==> src/rtl/block_mem_pkg.sv <==
// block_mem_pkg: shared types and constants for the block memory port agent.
//   ADDR_W / DATA_W        : word address and data widths of a controller port
//   BLOCK_SEL_MSB / _LSB   : address bits that select one of the 16 memory blocks
//   state_t                : request sequencer states
//   req_t                  : one buffered client command
package block_mem_pkg;

  localparam int ADDR_W        = 12;
  localparam int DATA_W        = 32;
  localparam int BLOCK_SEL_MSB = 11;
  localparam int BLOCK_SEL_LSB = 8;

  typedef enum logic [1:0] {
    IDLE  = 2'd0,
    ISSUE = 2'd1,
    WAIT  = 2'd2,
    RESP  = 2'd3
  } state_t;

  typedef struct packed {
    logic              write;
    logic [ADDR_W-1:0] addr;
    logic [DATA_W-1:0] wdata;
  } req_t;

  // Block index of a word address; two ports touching the same block conflict.
  function automatic logic [BLOCK_SEL_MSB-BLOCK_SEL_LSB:0] block_of(input logic [ADDR_W-1:0] addr);
    return addr[BLOCK_SEL_MSB:BLOCK_SEL_LSB];
  endfunction

endpackage

==> src/rtl/block_mem_req_fifo.sv <==
// block_mem_req_fifo: synchronous command buffer of req_t entries.
//   clk, reset      : clock and synchronous active-high reset (flushes the buffer)
//   push, push_data : write one entry (ignored when full)
//   pop, pop_data   : pop_data shows the oldest entry; pop removes it (ignored when empty)
//   full, empty     : occupancy flags
module block_mem_req_fifo
  import block_mem_pkg::*;
#(
  parameter int DEPTH = 4
) (
  input  logic clk,
  input  logic reset,
  input  logic push,
  input  req_t push_data,
  input  logic pop,
  output req_t pop_data,
  output logic full,
  output logic empty
);

  localparam int PTR_W = $clog2(DEPTH);
  localparam logic [PTR_W:0] FULL_COUNT = (PTR_W+1)'(DEPTH);

  req_t             mem [DEPTH];
  logic [PTR_W-1:0] wr_ptr;
  logic [PTR_W-1:0] rd_ptr;
  logic [PTR_W:0]   count;
  logic             do_push;
  logic             do_pop;

  assign full     = (count == FULL_COUNT);
  assign empty    = (count == '0);
  assign do_push  = push && !full;
  assign do_pop   = pop && !empty;
  assign pop_data = mem[rd_ptr];

  // Pointers wrap naturally because DEPTH is a power of two.
  always_ff @(posedge clk) begin
    if (reset) begin
      wr_ptr <= '0;
      rd_ptr <= '0;
      count  <= '0;
    end else begin
      if (do_push) wr_ptr <= wr_ptr + 1'b1;
      if (do_pop)  rd_ptr <= rd_ptr + 1'b1;
      unique case ({do_push, do_pop})
        2'b10:   count <= count + 1'b1;
        2'b01:   count <= count - 1'b1;
        default: ;
      endcase
    end
  end

  always_ff @(posedge clk) begin
    if (do_push) mem[wr_ptr] <= push_data;
  end

endmodule

==> src/rtl/block_mem_requester.sv <==
// block_mem_requester: initiator-side agent in front of one block memory
// controller port. Buffers client commands, presents each to the controller,
// holds it until granted (or abandons it after MAX_RETRY ungranted cycles) and
// returns the result on a valid/ready response channel.
// Widths come from block_mem_pkg so the buffered struct and the ports agree.
//   clk, reset                 : clock, synchronous active-high reset
//   cmd_valid/ready/write/addr/wdata : client command channel
//   rsp_valid/ready/write/rdata/error: client response channel
//   rd_addr, rd_data, rd_enable: controller read address, data and read grant
//   wr_addr, wr_data, wr_enable, wr_grant: controller write request and grant
//   busy                       : commands buffered or a request in flight
//   conflict_cnt               : saturating count of ungranted WAIT cycles
module block_mem_requester
  import block_mem_pkg::*;
#(
  parameter int FIFO_DEPTH = 4,
  parameter int MAX_RETRY  = 15
) (
  input  logic              clk,
  input  logic              reset,
  input  logic              cmd_valid,
  output logic              cmd_ready,
  input  logic              cmd_write,
  input  logic [ADDR_W-1:0] cmd_addr,
  input  logic [DATA_W-1:0] cmd_wdata,
  output logic              rsp_valid,
  input  logic              rsp_ready,
  output logic              rsp_write,
  output logic [DATA_W-1:0] rsp_rdata,
  output logic              rsp_error,
  output logic [ADDR_W-1:0] rd_addr,
  input  logic [DATA_W-1:0] rd_data,
  input  logic              rd_enable,
  output logic [ADDR_W-1:0] wr_addr,
  output logic [DATA_W-1:0] wr_data,
  output logic              wr_enable,
  input  logic              wr_grant,
  output logic              busy,
  output logic [15:0]       conflict_cnt
);

  localparam int RETRY_W = (MAX_RETRY > 1) ? $clog2(MAX_RETRY) : 1;
  localparam logic [RETRY_W-1:0] RETRY_LAST = RETRY_W'(MAX_RETRY - 1);

  state_t             state;
  req_t               cmd_req;
  req_t               head;
  logic               fifo_full;
  logic               fifo_empty;
  logic               push;
  logic               pop;
  logic               req_write;
  logic               grant;
  logic [RETRY_W-1:0] retry_cnt;

  assign cmd_ready = !fifo_full && !reset;
  assign push      = cmd_valid && cmd_ready;
  assign pop       = (state == IDLE) && !fifo_empty;
  assign cmd_req   = '{write: cmd_write, addr: cmd_addr, wdata: cmd_wdata};
  assign busy      = !fifo_empty || (state != IDLE);
  assign rsp_valid = (state == RESP);
  // Only the grant matching the request type counts.
  assign grant     = req_write ? wr_grant : rd_enable;

  block_mem_req_fifo #(
    .DEPTH(FIFO_DEPTH)
  ) u_fifo (
    .clk      (clk),
    .reset    (reset),
    .push     (push),
    .push_data(cmd_req),
    .pop      (pop),
    .pop_data (head),
    .full     (fifo_full),
    .empty    (fifo_empty)
  );

  always_ff @(posedge clk) begin
    if (pop) req_write <= head.write;
  end

  // Controller-facing outputs are loaded on the pop edge so they are already
  // valid during ISSUE; they then hold until the next request of that type.
  always_ff @(posedge clk) begin
    if (reset) begin
      state        <= IDLE;
      retry_cnt    <= '0;
      conflict_cnt <= '0;
      wr_enable    <= 1'b0;
      rd_addr      <= '0;
      wr_addr      <= '0;
      wr_data      <= '0;
      rsp_write    <= 1'b0;
      rsp_error    <= 1'b0;
      rsp_rdata    <= '0;
    end else begin
      unique case (state)
        IDLE: begin
          if (!fifo_empty) begin
            retry_cnt <= '0;
            if (head.write) begin
              wr_addr   <= head.addr;
              wr_data   <= head.wdata;
              wr_enable <= 1'b1;
            end else begin
              rd_addr <= head.addr;
            end
            state <= ISSUE;
          end
        end
        ISSUE: state <= WAIT;
        WAIT: begin
          if (grant) begin
            rsp_write <= req_write;
            rsp_rdata <= req_write ? '0 : rd_data;
            rsp_error <= 1'b0;
            wr_enable <= 1'b0;
            state     <= RESP;
          end else begin
            if (conflict_cnt != 16'hFFFF) conflict_cnt <= conflict_cnt + 16'd1;
            if (retry_cnt == RETRY_LAST) begin
              rsp_write <= req_write;
              rsp_rdata <= '0;
              rsp_error <= 1'b1;
              wr_enable <= 1'b0;
              state     <= RESP;
            end else begin
              retry_cnt <= retry_cnt + 1'b1;
            end
          end
        end
        RESP: if (rsp_ready) state <= IDLE;
        default: state <= IDLE;
      endcase
    end
  end

endmodule

==> config.mk <==
export PLATFORM = sky130hd
export DESIGN_NAME = block_mem_requester
export DESIGN_NICKNAME = d
export VERILOG_FILES = /design/src/rtl/block_mem_pkg.sv /design/src/rtl/block_mem_req_fifo.sv /design/src/rtl/block_mem_requester.sv
export SDC_FILE = /design/constraint.sdc
export NUM_CORES = 1
export LEC_CHECK = 0
export CELL_PAD_IN_SITES_DETAIL_PLACEMENT = 0
export CELL_PAD_IN_SITES_GLOBAL_PLACEMENT = 1
export CORE_MARGIN = 8
export CORE_UTILIZATION = 43
export DETAILED_ROUTE_END_ITERATION = 8
export PLACE_DENSITY_LB_ADDON = 0.1
export SKIP_LAST_GASP = 1
export SLEW_MARGIN = 20
export SYNTH_ARGS = -nofsm -noshare
export SYNTH_HDL_FRONTEND = slang
export SYNTH_SLANG_ARGS = --single-unit
==> constraint.sdc <==
create_clock -name clk -period 3.1 [get_ports clk]
set_input_delay 0.62 -clock clk [delete_from_list [all_inputs] [get_ports clk]]
set_output_delay 0.62 -clock clk [all_outputs]
set_load 0.005 [all_outputs]
# After elaboration in Yosys (flattened, before gate mapping)
# Memory sizes are Yosys's and may differ from the RTL's. A register that Yosys moved wholly into a read port is not among the register bits.
# Index checks and enable logic that the tools add are counted.
[word_totals] reg_bits=121 ramBits=180 out_inout_bits=110 wordCells=87 mem_count=1
[op_classes] addsub=6 eq_ne=14 n_mux=27 bitwise=3 reduce_logical=22
[memory_table] name="u_fifo.mem" words=4 word_bits=45 rd=1 rd_clocked_by_memory_dff=1 wr=1 line_no="block_mem_req_fifo.sv:24" text="req_t mem [DEPTH];"
[ops] op="2-to-1 mux 32 bit" count=3
[ops] op="adder 16 x 1 -> 16 bit, second input constant" count=1
[ops] op="!= test 16 bit, second input constant" count=1
[ops] op="2-to-1 mux 2 bit" count=6
[ops] op="2-to-1 mux 4 bit" count=3
[ops] op="AND reduction 3 bit" count=4
[ops] op="2-to-1 mux 1 bit" count=11
[ops] op="!= test 2 bit, second input constant" count=4
[ops] op="one-hot mux 2 bit (4 select lines)" count=1
[ops] op="one-hot mux 4 bit (2 select lines)" count=1
[ops] op="AND reduction 4 bit" count=2
[ops] op="nonzero test 2 bit" count=4
[ops] op="== test 2 bit, second input constant" count=3
[ops] op="one-hot mux 3 bit (2 select lines)" count=1
[ops] op="logical AND 1 bit" count=5
[ops] op="adder 2 x 1 -> 2 bit, second input constant" count=2
[ops] op="adder 4 x 1 -> 4 bit, second input constant" count=1
[ops] op="== test 2 x 1 -> 1 bit, second input constant" count=2
[ops] op="== test 4 bit, second input constant" count=1
[ops] op="adder 3 x 1 -> 3 bit, second input constant" count=1
[ops] op="== test 3 bit, second input constant" count=1
[ops] op="logical NOT 1 bit" count=3
[ops] op="logical NOT 3 bit" count=1
[ops] op="!= test 3 bit, second input constant" count=1
[ops] op="7 further kinds" count=9

# Longest topological paths before layout
[depth] depth_word=7 ltp_mapped=10 mapped_depth_nobuf=9

# Hierarchy
# Synthesis repeated with hierarchy kept, for this count alone.
[hier_totals] hier_cells=828 hier_area_um2=11551.1
[modules_own_cells] mod="block_mem_req_fifo" instances=1 cells_per_inst=289 area_each_um2=7029.2 seq_area_each_um2=5585.4
[modules_own_cells] mod="block_mem_requester" instances=1 cells_per_inst=539 area_each_um2=4521.8 seq_area_each_um2=2292.2

# Worst setup path after synthesis
# Ideal clock, no wire load.
[synth_path] kind="input-to-reg" start="input port reset" end="memory u_fifo.mem[1][0] (netlist name), enable pin" arrival_ps=2346 required_ps=2693 slack_ps=347 cell_stages=2 cell_sequence="a211oi_1 -> and2_1"
[synth_between] elab_chain_len=6
[synth_lines] element="from (decl)" line_no="block_mem_requester.sv:20" text="input logic reset,"
[synth_lines] element="logical NOT 1 bit" line_no="block_mem_requester.sv:56" text="assign cmd_ready = !fifo_full && !reset;"
[synth_lines] element="logical AND 1 bit" line_no="block_mem_requester.sv:56"
[synth_lines] element="logical AND 1 bit" line_no="block_mem_requester.sv:57" text="assign push = cmd_valid && cmd_ready;"
[synth_lines] element="logical AND 1 bit" line_no="block_mem_req_fifo.sv:33" text="assign do_push = push && !full;"
[synth_lines] element="2-to-1 mux 1 bit" line_no="block_mem_req_fifo.sv:55" text="if (do_push) mem[wr_ptr] <= push_data;"
[synth_lines] element="2-to-1 mux 1 bit (implied by the code)" line_no="block_mem_req_fifo.sv:55"
[synth_lines] element="to (decl)" line_no="block_mem_req_fifo.sv:24"
# Every way passes these cells.

# Worst setup path after layout
[layout_path] start="register state[0]" end="output port busy"
[layout_between] elab_chain_len=2
[layout_lines] element="from (decl)" line_no="block_mem_requester.sv:45" text="state_t state;"
[layout_lines] element="from (signal assigned)" line_no="block_mem_requester.sv:86" text="state <= IDLE;"
[layout_lines] element="from (signal assigned)" line_no="block_mem_requester.sv:108" text="state <= ISSUE;"
[layout_lines] element="from (signal assigned)" line_no="block_mem_requester.sv:111" text="ISSUE: state <= WAIT;"
[layout_lines] element="nonzero test 2 bit" line_no="block_mem_requester.sv:60" text="assign busy = !fifo_empty || (state != IDLE);"
[layout_lines] element="logical OR 1 bit" line_no="block_mem_requester.sv:60"
[layout_lines] element="to (decl)" line_no="block_mem_requester.sv:38" text="output logic busy,"
# Every way passes these cells.

==> impl_metrics.prom <==
# TYPE chip_impl_metric gauge
chip_impl_metric{name="hold_viol",unit=""} 0
chip_impl_metric{name="final_nets",unit=""} 1120
chip_impl_metric{name="syn_inst",unit=""} 823
chip_impl_metric{name="netlist_area",unit="sq mm"} 0.0114
chip_impl_metric{name="cts_inserted_buffers",unit=""} 34
chip_impl_metric{name="insertion_delay",unit="ns"} 0.49
chip_impl_metric{name="starting_density_of_the_core",unit="%"} 43.7
chip_impl_metric{name="buffer_ports.inserted",unit=""} 192
chip_impl_metric{name="die_h",unit="microns"} 179
chip_impl_metric{name="drc",unit=""} 0
chip_impl_metric{name="finalHoldWorstSlack",unit="ns"} 0.447
chip_impl_info{name="timing.critical_path.to_type",value="primary output"} 1
chip_impl_metric{name="num_rows",unit=""} 59
chip_impl_metric{name="setup_total_negative_slack",unit="ns"} 0
chip_impl_metric{name="fmax",unit="MHz"} 346
chip_impl_metric{name="grt_use_total",unit="%"} 16.4
chip_impl_metric{name="chipWidth",unit="microns"} 179
chip_impl_metric{name="antenna_left",unit=""} 0
chip_impl_metric{name="area.growth.synth_to_final",unit="%"} 30.2
chip_impl_metric{name="ys_warn_count",unit=""} 0
chip_impl_metric{name="overflow",unit=""} 0
chip_impl_metric{name="coreArea",unit="sq mm"} 0.0261
chip_impl_metric{name="area_of_the_die",unit="sq mm"} 0.0319
chip_impl_metric{name="clock_skew",unit="ns"} 0.0125
chip_impl_metric{name="antenna_violations_before_repair",unit=""} 0
chip_impl_metric{name="setup_violations",unit=""} 0
chip_impl_metric{name="first_global_vias",unit=""} 7310
chip_impl_metric{name="synthDistinctLibCells",unit=""} 42
chip_impl_metric{name="grt_max_degree",unit=""} 83
chip_impl_metric{name="final_max_slew_viol_count",unit=""} 0
chip_impl_info{name="worstSetupStartpointType",value="flip-flop"} 1
chip_impl_metric{name="timing.critical_path.fanout_max",unit=""} 4
chip_impl_metric{name="route.vias.total",unit=""} 7189
chip_impl_metric{name="finalWeightedCongestion",unit=""} 0.764
chip_impl_metric{name="cellPowerDensity",unit="mW/mm^2"} 756
chip_impl_metric{name="post_drt_via_cell_ratio",unit=""} 5.19
chip_impl_metric{name="diodes",unit=""} 0
chip_impl_metric{name="required",unit="ns"} 2.48
chip_impl_info{name="timing.critical_path.max_delay_family",value="buffers and inverters"} 1
chip_impl_metric{name="post_drt_wl_per_cell",unit="microns"} 19.2
chip_impl_metric{name="syn_area_per_cell",unit="sq um"} 13.8
chip_impl_metric{name="placed_cell_area",unit="sq mm"} 0.0138
chip_impl_metric{name="drive_gt1_share",unit="%"} 11.8
chip_impl_metric{name="clk_pin_slew",unit="ns"} 0.06
chip_impl_metric{name="synth_nets",unit=""} 919
chip_impl_metric{name="critPathBufInv",unit=""} 3
chip_impl_metric{name="post-route-cell-area",unit="sq mm"} 0.0148
chip_impl_info{name="run_status",value="finished clean"} 1
chip_impl_metric{name="grt_pass1_wl",unit="microns"} 41300
chip_impl_info{name="final_common_cell",value="clkdlybuf4s50_1"} 1
chip_impl_metric{name="design_power_total",unit="mW"} 11.2
chip_impl_metric{name="slew_headroom",unit="%"} 38.3
chip_impl_info{name="grt_setup_unrepaired",value="false"} 1
chip_impl_info{name="dominantRegCellSynth",value="edfxtp_1"} 1
chip_impl_metric{name="post_cts_resize_count",unit=""} 0
chip_impl_metric{name="drtIter0Drc",unit=""} 446
chip_impl_metric{name="ctsHtreeMaxLevel",unit=""} 2
chip_impl_metric{name="fillerInstances",unit=""} 2188
chip_impl_metric{name="drt-pass1-iter-count",unit=""} 5
chip_impl_metric{name="period_minus_slack",unit="ns"} 2.89
chip_impl_metric{name="layout_worst_path_cycle_share",unit="%"} 93.3
chip_impl_metric{name="clock_sinks",unit=""} 303
chip_impl_metric{name="pin_count",unit=""} 193
chip_impl_metric{name="async_flop_share",unit="%"} 0
chip_impl_metric{name="post_cts.repair.setup_buffers",unit=""} 0
chip_impl_metric{name="clk_path_buf_depth",unit=""} 3
chip_impl_metric{name="power.static_leakage",unit="nW"} 4.80
chip_impl_metric{name="vdd_drop_max",unit="mV"} 0.416
chip_impl_info{name="clock_tree.root_cell",value="clkbuf_16"} 1
chip_impl_info{name="crit_path_top_delay_cell",value="nor4b_1"} 1
chip_impl_info{name="clock_tree_from_tritoncts",value="done"} 1
chip_impl_info{name="crit_path_frequent_cell",value="inv_1"} 1
chip_impl_metric{name="worst_slew_pin_slew",unit="ns"} 0.926
chip_impl_metric{name="ys_seq_area_share",unit="%"} 69.2
chip_impl_metric{name="synth.ff_latch_count",unit=""} 303
chip_impl_info{name="critical_path.cell_chain",value="inv_1, ha_1, nor4b_1, inv_1, clkdlybuf4s50_1"} 1
chip_impl_metric{name="postLayoutCoreUtil",unit="%"} 56.9
chip_impl_metric{name="cp_data_arrival_time",unit="ns"} 2.27
chip_impl_metric{name="wirelength",unit="microns"} 26500
chip_impl_metric{name="dp.final_hpwl",unit="microns"} 16600
chip_impl_metric{name="cpPeakStageDelay",unit="ns"} 0.57
chip_impl_info{name="holdCritPathClass",value="flip-flop to flip-flop"} 1
chip_impl_info{name="timing_worst_setup_path_type",value="flip-flop to primary output"} 1
chip_impl_metric{name="drv_cap",unit=""} 0
chip_impl_metric{name="synth_enable_flop_cells",unit=""} 181
chip_impl_metric{name="postCtsHoldBufs",unit=""} 0
chip_impl_info{name="highest_count_cells_in_the_layout_ignoring_fill_and_taps",value="clkdlybuf4s50_1, edfxtp_1, nand2_1, dfxtp_1, a21oi_1"} 1
## layer usage
layer	GRT usage [%]	up-vias	routed length (microns)
li1	-	3438	-
met1	22.7	3491	12100
met2	25.8	221	12100
met3	3.81	39	1830
met4	4.27	0	467
met5	0	-	0
## power by group
part	switching, mW	total (mW)	internal [mW]
clock	1.48	3.64	2.16
sequential	0.203	4.89	4.68
combinational	1.38	2.67	1.29
total	3.07	11.2	8.13
## kinds of logic (layout without fill, tap and decap cells)
kind of cell / Yosys count / in the layout / share of synthesized area (%)
xor gates and xnor gates: 5 / 5 / 0.385
and+or+nand+nor: 246 / 246 / 9.59
muxes: 68 / 68 / 11.0
AOI/OAI and AO/OA: 121 / 121 / 5.96
adders and majority gates: 13 / 13 / 1.50
DFF: 303 / 303 / 69.2
buffers and inverters: 67 / 293 / 2.31
## cell type report
cell class	count	area [sq um]	share of cell area, %
Multi-Input combinational cell	453	3260	22.0
Timing Repair Buffer	212	2170	14.6
Tap cell	335	419	2.83
Inverter	20	75.1	0.507
Sequential cell	303	7880	53.2
Clock buffer	47	921	6.22
Clock inverter	14	87.6	0.591
## synth_stat cells (2+ instances only)
| cell type | n | area share [%] |
|---|---|---|
| nor4_1 | 4 | 0.22 |
| and3_1 | 2 | 0.11 |
| and2_1 | 7 | 0.38 |
| nor3_1 | 5 | 0.22 |
| mux2i_1 | 15 | 1.3 |
| o31ai_1 | 3 | 0.20 |
| a311oi_1 | 2 | 0.15 |
| o41ai_1 | 3 | 0.23 |
| a211oi_1 | 9 | 0.59 |
| o21ai_0 | 5 | 0.22 |
| nand4_1 | 3 | 0.16 |
| nor2b_1 | 9 | 0.49 |
| clkbuf_1 | 36 | 1.2 |
| a221oi_1 | 2 | 0.15 |
| o31a_1 | 2 | 0.15 |
| inv_1 | 20 | 0.66 |
| o311ai_0 | 2 | 0.15 |
| mux4_2 | 45 | 8.9 |
| xnor2_1 | 2 | 0.15 |
| mux2_2 | 6 | 0.59 |
| a21oi_1 | 91 | 4.0 |
| nand3_1 | 38 | 1.7 |
| or4_1 | 7 | 0.46 |
| dfxtp_1 | 122 | 21 |
| nand2_1 | 131 | 4.3 |
| nor2_1 | 34 | 1.1 |
| or3_1 | 2 | 0.11 |
| edfxtp_1 | 181 | 48 |
| buf_2 | 5 | 0.22 |
| buf_1 | 4 | 0.13 |
| xor2_1 | 3 | 0.23 |
| ha_1 | 12 | 1.3 |
| nor4b_1 | 2 | 0.15 |
## path summary, 6_finish.rpt
path | end | from | depth (start not counted) | slack, ns
hold / removal | rsp_rdata[13] | rsp_rdata[13] | 2 | 0.45
setup reg to reg | u_fifo.count[2] | state[0] | 9 | 0.69
setup / recovery | busy | state[0] | 5 | 0.21
hold reg to reg | rsp_rdata[13] | rsp_rdata[13] | 2 | 0.45
## state kept, by name, summed over array words and instances (netlist names), named ones only
register,cells
u_fifo.mem,180
rsp_rdata,32
wr_data,32
conflict_cnt,16
rd_addr,12
wr_addr,12
retry_cnt,4
u_fifo.count,3
state,2
u_fifo.rd_ptr,2
u_fifo.wr_ptr,2
req_write,1
rsp_error,1
rsp_write,1
wr_enable,1
## metrics by stage
stage	setup slack (ns)	std cells
global route	0.0334	1384
detailed placement	0.320	1323
floorplan	0.347	823
CTS	0.142	1384
finish	0.209	1384
global placement	0.344	1323
## worst min-delay path, cell delays in order, from the launching register on
cell,delay (ns)
dfxtp_1,0.30
nand2_1,0.05
a21oi_1,0.05
No activity file was read; power rests on OpenSTA's default activity.
